$ cat src/rtl/segment_encoder.sv
// segment_encoder: recovers the digit code from a stable 7-segment pattern and reports it once over valid/ready
module segment_encoder #(
    parameter int STABLE_CYCLES = 4
) (
    input  logic       clk,
    input  logic       reset,
    input  logic [7:0] segments,
    input  logic       ready,
    output logic [3:0] code,
    output logic       error,
    output logic       valid
);
    typedef enum logic [1:0] {IDLE, SETTLE, PRESENT, DONE} state_t;

    localparam logic [7:0] CNT_MAX = 8'(STABLE_CYCLES - 1);
    localparam bit         SINGLE  = (STABLE_CYCLES == 1);

    state_t     state_q, state_d;
    logic [7:0] seg_q, cnt_q, cnt_d, acc_q, acc_d;
    logic [3:0] code_q, code_d, dec_code;
    logic       error_q, error_d;
    logic       same, run_ok, exit_done, load;

    // the current sample completes a run of STABLE_CYCLES identical samples
    assign same   = (segments == seg_q);
    assign run_ok = SINGLE || (same && ({1'b0, cnt_q} + 9'd2 >= 9'(STABLE_CYCLES)));

    // exact-match lookup of the sampled pattern; anything unknown maps to F
    always_comb begin
        dec_code = 4'hF;
        case (segments)
            8'h3F: dec_code = 4'd0;
            8'h06: dec_code = 4'd1;
            8'h5B: dec_code = 4'd2;
            8'h4F: dec_code = 4'd3;
            8'h66: dec_code = 4'd4;
            8'h6D: dec_code = 4'd5;
            8'h7D: dec_code = 4'd6;
            8'h07: dec_code = 4'd7;
            8'h7F: dec_code = 4'd8;
            8'h67: dec_code = 4'd9;
            8'h80: dec_code = 4'd10;
            default: dec_code = 4'hF;
        endcase
    end

    // next state, result capture on qualification, and DONE exit detection
    always_comb begin
        state_d   = state_q;
        acc_d     = acc_q;
        code_d    = code_q;
        error_d   = error_q;
        exit_done = 1'b0;
        load      = 1'b0;
        case (state_q)
            IDLE: if (segments != 8'h00) begin
                load    = run_ok;
                state_d = run_ok ? PRESENT : SETTLE;
            end
            SETTLE: if (segments == 8'h00) state_d = IDLE;
                    else if (run_ok) begin
                        load    = 1'b1;
                        state_d = PRESENT;
                    end
            PRESENT: if (ready) state_d = DONE;
            DONE: if (segments != acc_q) begin
                exit_done = 1'b1;
                state_d   = (segments == 8'h00) ? IDLE : SETTLE;
            end
            default: state_d = IDLE;
        endcase
        if (load) begin
            code_d  = dec_code;
            error_d = (dec_code == 4'hF);
            acc_d   = segments;
        end
    end

    // stability counter: restarts on a change or when leaving DONE, saturates otherwise
    always_comb begin
        cnt_d = (!same || exit_done) ? 8'd0 : ((cnt_q == CNT_MAX) ? cnt_q : cnt_q + 8'd1);
    end

    // state, filter and result registers
    always_ff @(posedge clk) begin
        if (reset) begin
            state_q <= IDLE;
            seg_q   <= 8'h00;
            cnt_q   <= 8'd0;
            acc_q   <= 8'h00;
            code_q  <= 4'd0;
            error_q <= 1'b0;
        end else begin
            state_q <= state_d;
            seg_q   <= segments;
            cnt_q   <= cnt_d;
            acc_q   <= acc_d;
            code_q  <= code_d;
            error_q <= error_d;
        end
    end

    assign valid = (state_q == PRESENT);
    assign code  = code_q;
    assign error = error_q;
endmodule
$ cat config.mk
export PLATFORM = sky130hd
export DESIGN_NAME = segment_encoder
export DESIGN_NICKNAME = d
export VERILOG_FILES = /design/src/rtl/segment_encoder.sv
export SDC_FILE = /design/constraint.sdc
export NUM_CORES = 1
export LEC_CHECK = 0
export CAP_MARGIN = 5
export CORE_MARGIN = 4
export CORE_UTILIZATION = 40
export CTS_CLUSTER_DIAMETER = 80
export DETAILED_ROUTE_END_ITERATION = 7
export PLACE_DENSITY_LB_ADDON = 0.12
export SYNTH_ARGS = -nofsm -noshare
export SYNTH_HDL_FRONTEND = slang
export SYNTH_SLANG_ARGS = --single-unit
$ cat constraint.sdc
create_clock -name clk -period 2.2 [get_ports clk]
set_input_delay 0.22 -clock clk [delete_from_list [all_inputs] [get_ports clk]]
set_output_delay 0.22 -clock clk [all_outputs]
set_load 0.01 [all_outputs]
==> results.yml <==
die:
  start_util: 0.414
  die_w_um: 72.4
  fp.dieH_um: 72.4
  die_area_um2: 5240
  rows: 23
  io_pins: 17
  design.core.area_um2: 4000
finish:
  fillers: 377
  nNetsFinal: 237
  diodes: 0
  seq_area_um2: 621
  fin_cells: 272
  drive_gt1_frac: 0.176
  areaGrowthSynthToFinish_pct: 26.4
  multi_input_area_um2: 947
  layout_commonest_cell: "dfxtp_1"
  final_cell_mix: "31 x dfxtp_1, 24 x buf_4, 20 x nor2_1, 16 x clkdlybuf4s50_1, 13 x nand2_1"
sta:
  rsz0062_at_grt: "no"
  skew_ns: 0.00199
  setup_violations: 0
  max-slew-margin-rel: 0.628
  slew_viol_final: 0
  finalCritPeriodShare: 0.912
  tns_ns: 0
  fmax_ghz: 0.498
  finalHoldViolCount: 0
  final.setup.worst_slack_ns: 0.194
  min_period_ns: 2.01
  tightest_slew_ns: 0.544
setup_path:
  path_cells: "or4_4, or2_1, o2111ai_4, buf_4, mux2i_1, nor2_1"
  critical-path-max-stage-delay_ns: 0.53
  worstPathMaxFanout: 6
  startpoint_type: "register"
  crit_type: "register to register"
  arrival_ns: 2.17
  cp_slowest_cell: "or4_4"
  cp.required_ns: 2.36
  end_kind: "register"
placement:
  routabilityCongestion: 0.808
  dpl_worst_slack_ns: -0.0839
  portBuffers: 16
  dp_cells: 266
  hpwlAfterDp_um: 2890
global_routing:
  grt_overflow_total: 0
  grt_usage: 0.159
  grt_pass1_wl_um: 6380
  antenna_found_initial: 0
  grt_pass1_vias: 1399
  grt_max_degree: 24
status:
  status: "finished, final reports clean"
synth:
  synth_seq_cells: 31
  yosys.cell_types.count: 40
  synthesis.instances: 186
  ys.flop_type: "dfxtp_1"
  async_flop_share: 0
  avgSynthCellArea_um2: 8.91
  synth-edff-count: 0
  ys_top_cells_by_area: "dfxtp_1 37%, xnor2_1 6.3%, xor2_1 6.3%"
  synthesis.nets: 200
  yosys.area.top_type: "dfxtp_1"
  synth_top_cell_area_share: 0.375
  ys_seq_area_frac: 0.375
  yosysWarnings: 0
  netlist_area_um2: 1660
routing:
  vias: 1462
  drt_wl_total_um: 3800
  final_antenna_net_count: 0
  routedWlPerCell_um: 14.0
  drc: 0
  drt_iter0_drc: 64
  viasPerCell: 5.38
  dr.pass1.iters: 4
clock_network:
  cts_buffer_depth: 2
  hold_buffers: 0
  cts_tree: "done"
  cts_setup_buffers: 0
  ctsResizeCount: 0
  root_buffer: "clkbuf_8"
  htree_num_levels: 2
  clk_pin_slew_ns: 0.06
  cts_buffers: 5
  clkSinkCount: 31
  clock_latency_ns: 0.28
pwr:
  power_density_nw_per_um2: 531
  ir_drop_v: 0.000383
  p_leak_uw: 0.000852
  total_power_uw: 1110
min_path:
  holdCritPathClass: "register to register"
flow_run:
  maxCapViolCount: 0
[logic make-up (layout without fill, tap and decap cells)]
group,Yosys count,count (layout),synth area share
compound gates,26,26,0.122
buf+inv,19,55,0.0536
xor+xnor,24,24,0.127
simple gates,74,74,0.245
mux,9,9,0.0544
fa+ha+maj,3,3,0.0227
flops,31,31,0.375
[stage by stage]
step | util | hold WS, ns | instance area (um^2)
after floorplan | - | 0.292 | 1660
after global placement | 0.505 | 0.445 | 2020
after detailed placement | 0.505 | 0.458 | 2020
after CTS | 0.523 | 0.473 | 2090
after global routing | 0.523 | 0.514 | 2090
final | 0.523 | 0.467 | 2090
[per-layer routing]
| layer | track usage | up-vias | share of wire |
|---|---|---|---|
| met2 | 0.253 | 47 | 0.47 |
| met1 | 0.193 | 680 | 0.45 |
| met4 | 0.0898 | 0 | 0.030 |
| met5 | 0 | - | 0 |
| met3 | 0.0416 | 16 | 0.048 |
| li1 | - | 719 | - |
[cell type report]
class / instances / area share
clock buffer: 6 / 0.0347
inverter: 8 / 0.0143
multi-input combinational: 136 / 0.452
sequential: 31 / 0.296
tap: 50 / 0.0299
timing repair buffer: 41 / 0.172
[Yosys cell counts (2+ instances only)]
| master | instances |
|---|---|
| dfxtp_1 | 31 |
| inv_1 | 8 |
| buf_2 | 5 |
| a21oi_1 | 8 |
| nor4_1 | 3 |
| a221oi_1 | 2 |
| nor2_1 | 20 |
| xnor2_1 | 12 |
| nand4_1 | 3 |
| clkbuf_1 | 5 |
| o21ai_0 | 4 |
| nor2b_1 | 6 |
| a2111oi_0 | 3 |
| nand3_1 | 4 |
| xor2_1 | 12 |
| ha_1 | 3 |
| o2111ai_1 | 2 |
| a21o_2 | 2 |
| nor3_1 | 7 |
| nand3b_1 | 4 |
| or3_1 | 2 |
| nand2_1 | 13 |
| mux2i_1 | 9 |
| nand4b_1 | 2 |
[worst max-delay path, delay by kind of cell (launching register included)]
| kind | cells | cell delay [ns] |
|---|---|---|
| AOI/OAI and AO/OA | 1 | 0.27 |
| and+or+nand+nor | 3 | 0.85 |
| muxes | 1 | 0.20 |
| buffers and inverters | 1 | 0.23 |
| DFF | 1 | 0.34 |
[sequential cells by signal, indices dropped and copies added (netlist names)]
register  cells
seg_q         8
code          4
error         1
cnt_q         8
state_q       2
acc_q         8
[worst paths after layout]
| path | cells past startpoint | slack [ns] | start | endpoint |
|---|---|---|---|---|
| max | 6 | 0.19 | cnt_q[4] | acc_q[6] |
| min | 2 | 0.47 | code[3] | code[3] |
| max reg2reg | 6 | 0.19 | cnt_q[4] | acc_q[6] |
| min reg2reg | 2 | 0.47 | code[3] | code[3] |
[power by group]
part | leakage (uW) | total [uW] | internal, uW | switching (uW)
sequential | 0.000252 | 574 | 570 | 3.71
combinational | 0.000563 | 131 | 64.0 | 66.8
clock | 0.0000371 | 407 | 210 | 197
(Power assumes the default switching activity.)
